--- config.mk ---
export PLATFORM = sky130hd
export DESIGN_NAME = writeback_lsu
export DESIGN_NICKNAME = d
export VERILOG_FILES = /design/src/rtl/writeback_lsu.sv
export SDC_FILE = /design/constraint.sdc
export NUM_CORES = 1
export LEC_CHECK = 0
export CORE_UTILIZATION = 40
export DETAILED_ROUTE_END_ITERATION = 8
export GPL_TIMING_DRIVEN = 0
export PLACE_DENSITY = 0.74
export SETUP_SLACK_MARGIN = 0.4
export SYNTH_ARGS = -nofsm -noshare
export SYNTH_HDL_FRONTEND = slang
export SYNTH_SLANG_ARGS = --single-unit
export TNS_END_PERCENT = 30
--- constraint.sdc ---
create_clock -name clk -period 5.6 [get_ports clk]
set_input_delay 1.4 -clock clk [delete_from_list [all_inputs] [get_ports clk]]
set_output_delay 1.4 -clock clk [all_outputs]
set_load 0.1 [all_outputs]
--- src/rtl/writeback_lsu.sv ---
// Writeback / load-store stage: retires ALU results to the register file and
// runs data-memory traffic over a valid/ready request plus read-response channel.
module writeback_lsu #(
  parameter logic [31:0] RESET   = 32'h0000_0000,
  parameter int          TIMEOUT = 16
) (
  input  logic        clk,
  input  logic        reset,
  input  logic        ex_valid,
  input  logic [31:0] ex_result,
  input  logic [31:0] ex_addr,
  input  logic        ex_mem_write,
  input  logic        ex_mem_to_reg,
  input  logic        ex_alu_to_reg,
  input  logic [4:0]  ex_dest_reg,
  input  logic [2:0]  ex_funct3,
  output logic        stall_read,
  output logic        dmem_req,
  output logic        dmem_we,
  output logic [31:0] dmem_addr,
  output logic [31:0] dmem_wdata,
  output logic [3:0]  dmem_be,
  input  logic        dmem_ready,
  input  logic        dmem_rvalid,
  input  logic [31:0] dmem_rdata,
  output logic        rf_we,
  output logic [4:0]  rf_waddr,
  output logic [31:0] rf_wdata,
  output logic        misalign,
  output logic        timeout_err
);

  typedef enum logic [1:0] {S_IDLE, S_REQ, S_WAIT} state_t;

  localparam int            CW    = (TIMEOUT > 2) ? $clog2(TIMEOUT) : 1;
  localparam logic [CW-1:0] LIMIT = CW'((TIMEOUT > 0) ? TIMEOUT - 1 : 0);

  // Access size: 0 byte, 1 halfword, 2 word (unused encodings fall to word).
  function automatic logic [1:0] size_of(input logic [2:0] f3);
    case (f3)
      3'b000, 3'b100: size_of = 2'd0;
      3'b001, 3'b101: size_of = 2'd1;
      default:        size_of = 2'd2;
    endcase
  endfunction

  state_t        r_state;
  logic [1:0]    r_off;
  logic [2:0]    r_funct3;
  logic [4:0]    r_dest;
  logic [CW-1:0] r_cnt;

  logic [1:0]  w_size;
  logic        w_misaligned;
  logic [3:0]  w_be;
  logic [31:0] w_wdata;
  logic [31:0] w_shift;
  logic [15:0] w_half;
  logic [31:0] w_ld_data;
  logic        w_unused;

  assign w_unused   = ^RESET;
  assign stall_read = (r_state != S_IDLE);

  // Decode of the instruction presented by execute.
  // NOTE: every always_comb output gets a default first so no latch is inferred.
  always_comb begin
    w_size       = size_of(ex_funct3);
    w_misaligned = ((w_size == 2'd2) && (ex_addr[1:0] != 2'b00)) ||
                   ((w_size == 2'd1) && ex_addr[0]);
    w_be         = 4'b1111;
    w_wdata      = ex_result;
    case (w_size)
      2'd0: begin
        w_be    = 4'b0001 << ex_addr[1:0];
        w_wdata = {4{ex_result[7:0]}};
      end
      2'd1: begin
        w_be    = ex_addr[1] ? 4'b1100 : 4'b0011;
        w_wdata = {2{ex_result[15:0]}};
      end
      default: ;
    endcase
  end

  // Load lane extraction and sign/zero extension from the captured access.
  always_comb begin
    w_shift   = dmem_rdata >> {r_off, 3'b000};
    w_half    = r_off[1] ? dmem_rdata[31:16] : dmem_rdata[15:0];
    w_ld_data = dmem_rdata;
    case (size_of(r_funct3))
      2'd0:    w_ld_data = {{24{~r_funct3[2] & w_shift[7]}}, w_shift[7:0]};
      2'd1:    w_ld_data = {{16{~r_funct3[2] & w_half[15]}}, w_half};
      default: ;
    endcase
  end

  // NOTE: all state below uses non-blocking assignments so every register
  // samples pre-edge values regardless of statement order.
  always_ff @(posedge clk) begin
    if (reset) begin
      r_state     <= S_IDLE;
      r_off       <= 2'b00;
      r_funct3    <= 3'b000;
      r_dest      <= 5'd0;
      r_cnt       <= '0;
      dmem_req    <= 1'b0;
      dmem_we     <= 1'b0;
      dmem_addr   <= 32'h0;
      dmem_wdata  <= 32'h0;
      dmem_be     <= 4'b0000;
      rf_we       <= 1'b0;
      rf_waddr    <= 5'd0;
      rf_wdata    <= 32'h0;
      misalign    <= 1'b0;
      timeout_err <= 1'b0;
    end else begin
      rf_we       <= 1'b0;
      misalign    <= 1'b0;
      timeout_err <= 1'b0;
      case (r_state)
        S_IDLE: begin
          if (ex_valid) begin
            if (ex_mem_write || ex_mem_to_reg) begin
              if (w_misaligned) begin
                misalign <= 1'b1;
              end else begin
                r_state    <= S_REQ;
                r_off      <= ex_addr[1:0];
                r_funct3   <= ex_funct3;
                r_dest     <= ex_dest_reg;
                dmem_req   <= 1'b1;
                dmem_we    <= ex_mem_write;
                dmem_addr  <= {ex_addr[31:2], 2'b00};
                dmem_be    <= w_be;
                dmem_wdata <= ex_mem_write ? w_wdata : 32'h0;
              end
            end else if (ex_alu_to_reg && (ex_dest_reg != 5'd0)) begin
              rf_we    <= 1'b1;
              rf_waddr <= ex_dest_reg;
              rf_wdata <= ex_result;
            end
          end
        end
        S_REQ: begin
          if (dmem_ready) begin
            dmem_req <= 1'b0;
            r_cnt    <= '0;
            r_state  <= dmem_we ? S_IDLE : S_WAIT;
          end
        end
        S_WAIT: begin
          // A response in the limit cycle takes priority over the abort.
          if (dmem_rvalid) begin
            r_state  <= S_IDLE;
            rf_we    <= (r_dest != 5'd0);
            rf_waddr <= r_dest;
            rf_wdata <= w_ld_data;
          end else if ((TIMEOUT > 0) && (r_cnt == LIMIT)) begin
            r_state     <= S_IDLE;
            timeout_err <= 1'b1;
          end else begin
            r_cnt <= r_cnt + 1'b1;
          end
        end
        default: r_state <= S_IDLE;
      endcase
    end
  end

endmodule

==> impl_metrics.json <==
{
  "pwr_density_cell_nw_per_um2": 302,
  "holdBufCountCts": 0,
  "finalInstanceArea_sq_um": 8760,
  "p_clk_share_pct": 41.1,
  "path_cells": "or2_2, clkdlybuf4s50_1",
  "drtIter0Drc": 527,
  "comb_power_share_pct": 23.4,
  "synth-seq-cells": 124,
  "crit_slowest_cell": "clkdlybuf4s50_1",
  "htree_levels": 4,
  "ir_worst_vdd_v": 0.000225,
  "multi_input_area_sq_um": 2980,
  "initial_core_util_pct": 41.3,
  "cp-end-kind": "primary output",
  "dp_hpwl_mm": 16.4,
  "numCtsBuffers": 17,
  "maxCapViolations": 0,
  "placed_area_sq_um": 8180,
  "grt_use_total_pct": 29.2,
  "hold_ws_ps": 449,
  "antenna_found_initial": 0,
  "crit_path_start_kind": "flop",
  "die_h_microns": 122,
  "core_sq_um": 14000,
  "ant_nets": 0,
  "ff_latch_area_sq_um": 2480,
  "clock_sinks": 124,
  "io_pins": 223,
  "p_sw_share_pct": 32.5,
  "grt_pass1_wl_mm": 32.6,
  "rows": 43,
  "met1Wirelength_mm": 8.83,
  "fp.dieW_microns": 122,
  "tns_ps": 0,
  "routed_via_density": 5.51,
  "fillCellCount": 1287,
  "rsz0062_at_grt": "false",
  "worstSkewPairLatency_ps": 420,
  "drc_errors": 0,
  "syn2layout_area_growth_pct": 51.8,
  "tightest_slew_ps": 1050,
  "synth_area_per_cell_sq_um": 8.02,
  "layout.nets": 1071,
  "wl_met2_mm": 9.91,
  "power.internal_mw": 1.79,
  "synth_area_sq_um": 5770,
  "status": "finished clean",
  "overflow": 0,
  "die_area_sq_um": 14900,
  "wl_met3_mm": 2.27,
  "async_flop_share_pct": 0,
  "fin_crit_sh_pct": 62.8,
  "port_buffers": 218,
  "skew_ps": 9.82,
  "drv_slew": 0,
  "p_total_mw": 2.65,
  "post_cts_resized": 0,
  "path_max_fanout": 7,
  "grt_pass1_vias": 5896,
  "max_stage_delay_ps": 1120,
  "synth_edf_count": 0,
  "vias": 6345,
  "switchingPower_mw": 0.860,
  "leakage_nw": 3.13,
  "synth_cell_type_count": 50,
  "cts.reportedPaths.clkPinSlew_ps": 60,
  "cts.repair_timing.setup_buffer_count": 0,
  "top_layer_used": "met4",
  "slew-limit-headroom_pct": 29.9,
  "yosysSeqAreaShare_pct": 43.0,
  "crit_type": "reg2out",
  "p_seq_share_pct": 35.5,
  "yosysWarnings": 0,
  "routed_wl_mm": 21.7,
  "grt_max_degree": 17,
  "cp.arrival_ps": 2110,
  "setup_viol": 0,
  "worstPathRequired_ps": 4200,
  "min_period_ps": 3510,
  "dp_cells": 1119,
  "max_freq_ghz": 0.285,
  "synth_flop_cell": "dfxtp_1",
  "hold_path_class": "reg2reg",
  "netlist_instances": 720,
  "layout-drive-gt1-share_pct": 7.62,
  "hold_violations": 0,
  "cts_buffer_depth": 2,
  "final_cell_count_no_fill": 1151,
  "wl_per_cell_microns": 18.8,
  "cts_root_buf": "clkbuf_16",
  "cts_tree": "yes",
  "drtPass1Iterations": 5,
  "routabilityCongestion": 0.986,
  "diodes": 0
}
power by group through the flow:
stage / sequential [mW] / combinational [mW] / clock, mW
6_report: 0.940 / 0.619 / 1.09
5_1_grt: 0.943 / 0.645 / 1.14
3_5_place_dp: 0.958 / 0.611 / 0
2_1_floorplan: 1.18 / 0.169 / 0
3_3_place_gp: 0.957 / 0.610 / 0
4_1_cts: 0.940 / 0.614 / 1.09
metal layers:
metal	global-route usage [%]	vias up
li1	-	3006
met1	38.0	2970
met2	46.0	321
met3	7.35	48
met4	12.0	0
met5	0	-
path summary, 6_finish.rpt:
check	startpoint	end	slack, ps	depth (start not counted)
max	r_state[1]	stall_read	2090	2
min	rf_wdata[18]	rf_wdata[18]	450	1
max reg2reg	r_state[1]	rf_wdata[30]	3150	8
min reg2reg	rf_wdata[18]	rf_wdata[18]	450	1
stage by stage:
step | setup WS, ps | util [%]
5_1_grt | 2000 | 62.6
4_1_cts | 2080 | 62.6
6_report | 2090 | 62.6
3_3_place_gp | 1930 | 58.5
3_5_place_dp | 1900 | 58.5
2_1_floorplan | 2610 | -
sequential cells by signal (all words and copies together) (netlist names):
signal / cells
misalign: 1
r_dest: 5
r_funct3: 3
rf_we: 1
rf_wdata: 32
rf_waddr: 5
dmem_req: 1
dmem_addr: 30
dmem_be: 4
r_off: 2
dmem_wdata: 32
timeout_err: 1
dmem_we: 1
r_cnt: 4
r_state: 2
cell type report:
| type | instances | area share (%) |
|---|---|---|
| clock buffers | 21 | 5.25 |
| clock inverters | 11 | 1.36 |
| multi-input cells | 528 | 34.0 |
| well taps | 180 | 2.57 |
| plain buffers | 67 | 3.53 |
| flip-flops and latches | 124 | 28.3 |
| inverters | 2 | 0.0857 |
| repair buffers | 218 | 24.9 |
cell families (layout without fill, tap and decap cells):
family | count (synthesis) | after routing | share of synthesized area [%]
mux | 40 | 40 | 7.28
simple gates | 287 | 287 | 21.8
compound gates | 196 | 196 | 21.9
flops | 124 | 124 | 43.0
fa+ha+maj | 1 | 1 | 0.217
xor+xnor | 2 | 2 | 0.303
buf+inv | 69 | 319 | 5.48
other cells | 1 | 2 | 0.0650
synthesized netlist by cell type (all sizes together) (3+ instances only):
cell | instances | share of area, %
o21ai | 14 | 1.2
nand2b | 7 | 0.76
o221ai | 7 | 1.1
a21o | 16 | 2.1
mux2i | 24 | 4.2
nor2b | 10 | 1.1
buf | 19 | 2.2
or2 | 3 | 0.33
dfxtp | 124 | 43
nand3 | 28 | 2.4
nor2 | 45 | 3.3
clkbuf | 48 | 3.1
nor3 | 18 | 1.6
o22ai | 10 | 1.1
a2111oi | 16 | 2.4
mux2 | 16 | 3.1
nand2 | 163 | 11
o2111ai | 8 | 1.2
a21oi | 103 | 8.9
a311oi | 7 | 1.6
a221oi | 7 | 1.1
worst max-delay path, delay by kind of cell (launching register included):
family / cells / cell delay [ps]
flops: 1 / 430
simple gates: 1 / 150
buf+inv: 1 / 1120
placed cells by master (no fill, tap or decap), types with 2 or more instances in the layout:
cell and instances:
a2111oi_0 16, a211oi_1 2, a21o_1 16, a21oi_1 103
a221oi_1 7, a311oi_1 2, a311oi_2 5, buf_1 4
buf_2 7, buf_4 4, buf_6 3, bufinv_16 2
clkbuf_1 50, clkbuf_16 17, clkbuf_8 2, clkdlybuf4s50_1 218
clkinv_2 5, clkinv_4 3, conb_1 2, dfxtp_1 124
mux2_2 16, mux2i_1 24, nand2_1 163, nand2b_1 7
nand3_1 28, nand3b_1 2, nor2_1 43, nor2b_1 10
nor3_1 18, nor3b_1 2, o2111ai_1 8, o21ai_0 14
o221ai_1 7, o22ai_1 10, or2_2 2, or3b_2 2
or4_1 2, xor2_1 2
(Power assumes the default switching activity.)
